### src/rtl/uart_tx_ctrl.sv
`timescale 1ns/1ps
// uart_tx_ctrl: drains fifo_tx and serialises each byte as an 8N1/8N2 UART
// frame, LSB first, at CLKS_PER_BIT clocks per bit. It is the sole reader of
// the FIFO. It pops only after seeing a non-empty flag, waits one cycle for
// the read data, then shifts the byte out.
module uart_tx_ctrl #(
   parameter int CLKS_PER_BIT = 27,
   parameter int DATA_BITS    = 8,
   parameter int STOP_BITS    = 1
) (
   input  logic                 clk_3125_tx,
   input  logic                 reset,
   input  logic                 tx_en,
   input  logic                 fifo_empty,
   input  logic [DATA_BITS-1:0] fifo_dout,
   output logic                 fifo_rd_en,
   output logic                 tx,
   output logic                 busy,
   output logic                 frame_done
);

   localparam int BAUD_W    = (CLKS_PER_BIT > 1) ? $clog2(CLKS_PER_BIT) : 1;
   localparam int BIT_RANGE = (DATA_BITS > STOP_BITS) ? DATA_BITS : STOP_BITS;
   localparam int BIT_W     = (BIT_RANGE > 1) ? $clog2(BIT_RANGE) : 1;

   localparam logic [BAUD_W-1:0] BAUD_LAST = BAUD_W'(CLKS_PER_BIT - 1);
   localparam logic [BIT_W-1:0]  DATA_LAST = BIT_W'(DATA_BITS - 1);
   localparam logic [BIT_W-1:0]  STOP_LAST = BIT_W'(STOP_BITS - 1);
   localparam logic [BAUD_W-1:0] BAUD_ZERO = '0;
   localparam logic [BIT_W-1:0]  BIT_ZERO  = '0;
   localparam logic [BAUD_W-1:0] BAUD_ONE  = BAUD_W'(1);
   localparam logic [BIT_W-1:0]  BIT_ONE   = BIT_W'(1);

   typedef enum logic [2:0] {
      S_IDLE  = 3'd0,
      S_READ  = 3'd1,
      S_LATCH = 3'd2,
      S_START = 3'd3,
      S_DATA  = 3'd4,
      S_STOP  = 3'd5
   } state_e;

   state_e                 state_q, state_d;
   logic [BAUD_W-1:0]      baud_q, baud_d;
   logic [BIT_W-1:0]       bit_q, bit_d;
   logic [DATA_BITS-1:0]   shift_q, shift_d;
   logic                   tx_q, tx_d;
   logic                   rd_en_q, rd_en_d;
   logic                   done_q, done_d;
   logic                   start_ok;

   assign start_ok   = tx_en & ~fifo_empty;
   assign fifo_rd_en = rd_en_q;
   assign tx         = tx_q;
   assign frame_done = done_q;
   assign busy       = (state_q != S_IDLE);

   // State, counters, shift register and registered outputs; reset forces an idle line at once.
   always_ff @(posedge clk_3125_tx or negedge reset) begin
      if (!reset) begin
         state_q <= S_IDLE;
         baud_q  <= BAUD_ZERO;
         bit_q   <= BIT_ZERO;
         shift_q <= '0;
         tx_q    <= 1'b1;
         rd_en_q <= 1'b0;
         done_q  <= 1'b0;
      end else begin
         state_q <= state_d;
         baud_q  <= baud_d;
         bit_q   <= bit_d;
         shift_q <= shift_d;
         tx_q    <= tx_d;
         rd_en_q <= rd_en_d;
         done_q  <= done_d;
      end
   end

   // Next-state logic: frame sequencing plus baud/bit counting and data shifting.
   always_comb begin
      state_d = state_q;
      baud_d  = baud_q;
      bit_d   = bit_q;
      shift_d = shift_q;
      case (state_q)
         S_IDLE: begin
            baud_d = BAUD_ZERO;
            bit_d  = BIT_ZERO;
            if (start_ok) begin
               state_d = S_READ;
            end else begin
               state_d = S_IDLE;
            end
         end
         S_READ: begin
            state_d = S_LATCH;
         end
         S_LATCH: begin
            // FIFO read data is valid this cycle, one clock after the pop.
            shift_d = fifo_dout;
            state_d = S_START;
         end
         S_START: begin
            if (baud_q == BAUD_LAST) begin
               baud_d  = BAUD_ZERO;
               bit_d   = BIT_ZERO;
               state_d = S_DATA;
            end else begin
               baud_d = baud_q + BAUD_ONE;
            end
         end
         S_DATA: begin
            if (baud_q == BAUD_LAST) begin
               baud_d  = BAUD_ZERO;
               shift_d = {1'b0, shift_q[DATA_BITS-1:1]};
               if (bit_q == DATA_LAST) begin
                  bit_d   = BIT_ZERO;
                  state_d = S_STOP;
               end else begin
                  bit_d = bit_q + BIT_ONE;
               end
            end else begin
               baud_d = baud_q + BAUD_ONE;
            end
         end
         S_STOP: begin
            if (baud_q == BAUD_LAST) begin
               baud_d = BAUD_ZERO;
               if (bit_q == STOP_LAST) begin
                  bit_d = BIT_ZERO;
                  // Back-to-back frames skip IDLE; the gap is just READ+LATCH.
                  if (start_ok) begin
                     state_d = S_READ;
                  end else begin
                     state_d = S_IDLE;
                  end
               end else begin
                  bit_d = bit_q + BIT_ONE;
               end
            end else begin
               baud_d = baud_q + BAUD_ONE;
            end
         end
         default: begin
            state_d = S_IDLE;
            baud_d  = BAUD_ZERO;
            bit_d   = BIT_ZERO;
         end
      endcase
   end

   // Output decode from the next state so tx, pop strobe and frame_done come straight from flops.
   always_comb begin
      tx_d    = 1'b1;
      rd_en_d = 1'b0;
      done_d  = 1'b0;
      case (state_d)
         S_READ:  rd_en_d = 1'b1;
         S_START: tx_d    = 1'b0;
         S_DATA:  tx_d    = shift_d[0];
         default: tx_d    = 1'b1;
      endcase
      if ((state_d == S_STOP) && (baud_d == BAUD_LAST) && (bit_d == STOP_LAST)) begin
         done_d = 1'b1;
      end else begin
         done_d = 1'b0;
      end
   end

endmodule

### config.mk
export PLATFORM = sky130hd
export DESIGN_NAME = uart_tx_ctrl
export DESIGN_NICKNAME = d
export VERILOG_FILES = /design/src/rtl/uart_tx_ctrl.sv
export SDC_FILE = /design/constraint.sdc
export NUM_CORES = 1
export LEC_CHECK = 0
export ABC_AREA = 1
export BUFFER_PORTS_ARGS = -buffer_cell sky130_fd_sc_hd__buf_2
export CELL_PAD_IN_SITES_DETAIL_PLACEMENT = 0
export CELL_PAD_IN_SITES_GLOBAL_PLACEMENT = 1
export CORE_MARGIN = 2
export CORE_UTILIZATION = 30
export DETAILED_ROUTE_END_ITERATION = 10
export GPL_ROUTABILITY_DRIVEN = 0
export HOLD_SLACK_MARGIN = 0.02
export PLACE_DENSITY_LB_ADDON = 0.05
export SETUP_SLACK_MARGIN = 0.5
export SLEW_MARGIN = 20
export SYNTH_ARGS = -nofsm -noshare
export SYNTH_HDL_FRONTEND = slang
export SYNTH_SLANG_ARGS = --single-unit
### constraint.sdc
create_clock -name clk_3125_tx -period 4.9 [get_ports clk_3125_tx]
set_input_delay 0.735 -clock clk_3125_tx [delete_from_list [all_inputs] [get_ports clk_3125_tx]]
set_output_delay 0.735 -clock clk_3125_tx [all_outputs]
set_load 0.03 [all_outputs]
* After elaboration in Yosys (flattened, before gate mapping)
Index checks and enable logic that the tools add are counted. Widths: inputs -> output; s select.
Cells by class: add/sub/neg operators 2, equality and inequality tests 13, muxes and demuxes 20, bitwise gates (word level) 2, reduce and logical (&&, ||, !) cells 10
Operators by type and width (count):
- $mux 3 | 10
- $pmux 3 s6 | 1
- $pmux 8 s2 | 1
- $eq 3x3->1 const B | 5
- $pmux 3 s4 | 1
- $eq 5x5->1 const B | 2
- $pmux 5 s2 | 1
- $eq 3x2->1 const B | 3
- $logic_not 3->1 | 3
- $mux 8 | 1
- $eq 3x1->1 const B | 2
- $add 5x1->5 const B | 1
- $mux 5 | 1
- $add 3x1->3 const B | 1
- $mux 1 | 3
- $reduce_bool 3->1 | 1
- $reduce_or 3->1 | 1
- $logic_and 1x1->1 | 2
- $ne 2x2->1 const B | 1
- $pmux 1 s2 | 1
- $reduce_and 2->1 | 1
- $reduce_bool 2->1 | 1
- $reduce_or 2->1 | 1
- $and 1x1->1 | 1
- $not 1->1 | 1
Storage, ports and cells: register bits after elaboration 22, bits of input ports 12, output and inout bits 4, logic and storage cells 55

* Longest topological paths before layout
depth in word-level cells 10, gate-level depth with buffers 13, depth with buffers taken out 13

* Worst setup path before layout
Ideal clock, no wire load.
kind reg2out, start point reg state_q[0], end point out busy, arrival 0.816 ns, required time 4.165 ns, setup slack 3.349 ns, cell stages (with the launch flop) 3, buffers on the path 0, cell sequence dfrtp_1 -> nor2_1 -> nand2_1
On the way: longest elaborated chain between the ends 1
Ends and longest elaborated chain:
- start: declaration | RTL line 43 | state_e state_q, state_d;
- start signal: assignment | RTL line 69 | state_q <= state_d;
- $reduce_bool 3->1 | RTL line 56 | assign busy = (state_q != S_IDLE);
- end: declaration | RTL line 18 | output logic busy,
No other way between the ends.

* Worst setup path after layout
Same ends and word-level chain as after synthesis.

==> impl.org <==
** Clocking
- Count of buffers added by post-CTS timing repair for setup :: 0
- At the later pin of the worst-skew pair, clock insertion delay measures 0.26 ns.
- For this design, the sink count on the clock tree is 22.
- TritonCTS clock tree :: done
- CTS placed an instance of sky130_fd_sc_hd__clkbuf_8 at the clock tree root.
- Number of buffers inserted during clock tree synthesis :: 3
- Hold buffer count at CTS :: 0
- The clock passes through at most 2 buffers.
- H-tree Lvls :: 1
- Post-CTS repair changed the size of 0 cells.
- Clock Pin Slew Worst Setup and Hold Paths :: 0.08 ns

** Route
- Highest routed layer :: met4
- After detailed routing, the number of vias per cell comes to 4.42.
- Dividing the detail-routed wire length by the instance count gives 11.7 µm.
- Wire length on met2 :: 1.26 mm
- Met3 routed wirelength :: 69 µm
- Once detail routing completed, the nets flagged for antenna violations numbered 0.
- In the final routing, the length of wire on met1 measures 1.32 mm.
- In the routed design, unresolved DRC markers number 0.
- The final layout contains routed wiring with a total length of 2.68 mm.
- Pre-antenna DRT Iters :: 4
- Violation count after the first detailed-route iteration :: 34
- Detailed routing inserted a total of 1012 vias.

** Synth
- After synthesis, the share of cell area in mux cells is 0.
- In the synthesized netlist, the cells that appear most often are sky130_fd_sc_hd__nand2_1, sky130_fd_sc_hd__inv_1, sky130_fd_sc_hd__dfrtp_1.
- For this run, asynchronously set or reset flops after synthesis account for 1.00.
- Cell accounting for the most synthesized area :: sky130_fd_sc_hd__dfrtp_1
- By instance count, the leading cell after synthesis is sky130_fd_sc_hd__nand2_1.
- Of the synthesized area, sequential elements account for 0.443.
- Number of warnings reported in the yosys synthesis log :: 0
- Post-Synth Simple-Gate Area :: 0.298
- In the synthesized netlist, the number of instances is 160.
- Counting flops with a built-in enable in the synthesized netlist gives 0.
- Synth Area in Compound Gates :: 0.104
- Area contributors post-synth :: sky130_fd_sc_hd__dfrtp_1, sky130_fd_sc_hd__nand2_1, sky130_fd_sc_hd__inv_1, sky130_fd_sc_hd__ha_1, sky130_fd_sc_hd__nor2_1
- Adder and majority cell fraction of the synthesized area :: 0.0503
- Mapped Area :: 1240 µm²
- Mean area per synthesized cell :: 7.78 µm²
- Of the post-synthesis cell area, the dominant cell type holds 0.422.
- Count of cell types in the netlist :: 25
- After synthesis, the largest family of logic cells by area is simple AND/OR/NAND/NOR gates.
- When the netlist entered floorplanning its net count stood at 177.
- Post-synthesis share of cell area spent on xor and xnor gates :: 0.0141
- The most used flip-flop cell after synthesis is sky130_fd_sc_hd__dfrtp_1.
- Counting flops and latches in the post-synthesis netlist gives 22.

** Die
- The die is 68.4 µm wide.
- The floorplan step set the die height to 68.4 µm.
- Row generation in the floorplan step produced 23 rows.
- Pin placement for this block handled 16 I/O pins.
- Placeable core region :: 4000 µm²
- Initial standard-cell utilization of the core :: 0.311
- Area enclosed by the die boundary :: 4680 µm²

** Worst setup path
- The most critical setup path has its startpoint at state_q[0].
- The worst setup path is launched from a flip-flop.
- In this run the worst path has a maximum fanout of 5.
- The worst register-to-register path has a setup slack of 3.08 ns.
- CP max stage cell :: sky130_fd_sc_hd__dfrtp_1
- Depth of the most critical reg-to-reg path :: 10
- The signal on the critical path passes through nor2_1 -> nand2_1 -> buf_2.
- Crit path capture type :: output port
- WS Path Type :: reg -> out
- The endpoint identified for the worst register-to-register timing path is tx.
- STA puts the critical path data required time at 4.16 ns.
- Max incr delay on CP :: 0.46 ns
- In this run the worst setup path terminates at busy.
- At the worst endpoint, the arrival time is 1.20 ns.
- Reg2Reg Launch Point :: baud_q[0]

** STA
- Setup repair after global routing left no endpoint under its margin.
- The max-slew violation count is 0.
- Final worst path period share :: 0.395
- Summed over all failing endpoints, the final setup total negative slack is 0 ns.
- Clock skew :: 0.00126 ns
- In this run the tightest slew margin relative to its limit is 0.671.
- The hold violation total from the final report came to 0.
- At the pin with the least slew margin, the transition time is 0.494 ns.
- The routed design could run at a clock period as short as 1.94 ns.
- Setup violations remaining at the end of the flow were counted as 0.
- Maximum achievable frequency :: 516 MHz

** Run
- Across the run, the number of max-cap violations was 0.

** Place
- Detailed placement finished with a half-perimeter wire length of 2.09 mm.
- Count of port buffers added during placement :: 15

** Power and ir drop
- Max VDD drop :: 128 µV
- In this run the power density over the cells is 229 nW/µm².
- In this run the static leakage power is 0.000752 µW.
- Design Power :: 329 µW

** Global routing
- Antenna violations before repair :: 0
- Total Routing Usage GR :: 0.137
- Entering global routing, the biggest net connects 23 pins.
- Vias in the first global route :: 972
- The first global-routing pass estimated 4.69 mm of wire.
- Summed over all layers, the global routing overflow is 0.

** Run status
- Result of the run :: complete, no violations

** Final layout
- Measured on the finished design, the core utilization comes to 0.359.
- 0 antenna diodes ended up in the layout.
- Relative area change from synthesis to final layout :: 15.5%
- Net count of the finished layout :: 197
- In the final layout, the share of cells above drive strength 1 is 0.201.

** Min path
- The tightest min-delay check is of the in -> async type.
[worst max-delay path: cells and delay by family, from the launching register on]
family / cells / cell delay [ns]
DFF: 1 / 0.46
and+or+nand+nor: 2 / 0.30
buffers and inverters: 1 / 0.19
[how the worst min path moves through the flow]
stage,end,startpoint
after floorplan,baud_q[0],reset
after global placement,shift_q[0],shift_q[0]
after detailed placement,shift_q[0],shift_q[0]
after CTS,baud_q[0],reset
after global routing,baud_q[0],reset
final,baud_q[4],reset
[placed cells by master, fill, tap and decap left out]
master,Yosys,routed
sky130_fd_sc_hd__nand2_2,6,6
sky130_fd_sc_hd__dfrtp_1,21,21
sky130_fd_sc_hd__inv_2,2,2
sky130_fd_sc_hd__xor2_1,1,1
sky130_fd_sc_hd__nand3b_1,1,1
sky130_fd_sc_hd__o21a_1,1,1
sky130_fd_sc_hd__nor3_4,1,1
sky130_fd_sc_hd__xnor2_1,1,1
sky130_fd_sc_hd__nand4_1,1,1
sky130_fd_sc_hd__clkbuf_8,0,4
sky130_fd_sc_hd__inv_1,28,28
sky130_fd_sc_hd__o21ai_1,1,1
sky130_fd_sc_hd__a32oi_1,1,1
sky130_fd_sc_hd__nand2_1,45,45
sky130_fd_sc_hd__dfstp_2,1,1
sky130_fd_sc_hd__nand3_1,9,9
sky130_fd_sc_hd__nor2_1,16,16
sky130_fd_sc_hd__nor2_4,1,1
sky130_fd_sc_hd__a21oi_1,3,3
sky130_fd_sc_hd__o21ai_2,2,2
sky130_fd_sc_hd__o221ai_1,4,4
sky130_fd_sc_hd__ha_1,5,5
sky130_fd_sc_hd__nor2_2,3,3
sky130_fd_sc_hd__buf_2,0,15
sky130_fd_sc_hd__o211ai_2,1,1
sky130_fd_sc_hd__o21ai_0,4,4
sky130_fd_sc_hd__o211ai_1,1,1
[state kept, by name, indices dropped and copies added, names as in the netlist]
register,count
bit_q,3
state_q,3
baud_q,5
frame_done,1
tx,1
shift_q,8
fifo_rd_en,1
[routing by layer]
metal | up-vias | GRT usage
met5 | - | 0
met4 | 0 | 0.0450
met3 | 5 | 0.0263
met2 | 11 | 0.209
met1 | 457 | 0.193
li1 | 539 | -
[logic make-up (layout without fill, tap and decap cells)]
family	count (synthesis)	count (layout)
and+or+nand+nor	83	83
buffers and inverters	30	49
adders and majority gates	5	5
xor gates and xnor gates	2	2
AOI/OAI and AO/OA	18	18
DFF	22	22
[power by group]
part           internal (µW)  leakage, µW  total, µW  switching (µW)
Clock                   71.5    0.0000288        128            56.0
Combinational           5.78     0.000453       14.5            8.71
Sequential               185     0.000270        187            1.07
Total                    263     0.000752        329            65.8
[area by class of cell]
class                      count  area [µm²]
tap                           50        62.6
sequential                    22         552
multi-input combinational    108         581
inverter                      30         113
fill                         436        2560
timing repair buffer          15        75.1
clock buffer                   4        55.1
[through the flow]
step,cell area (µm²),setup slack [ns],hold slack (ns),std cells
2_1_floorplan,1240,3.35,0.439,160
3_3_place_gp,1380,3.07,0.525,225
6_report,1440,2.96,0.433,229
3_5_place_dp,1380,3.08,0.513,225
5_1_grt,1440,2.83,0.463,229
4_1_cts,1440,2.96,0.450,229
(Power assumes the default switching activity.)
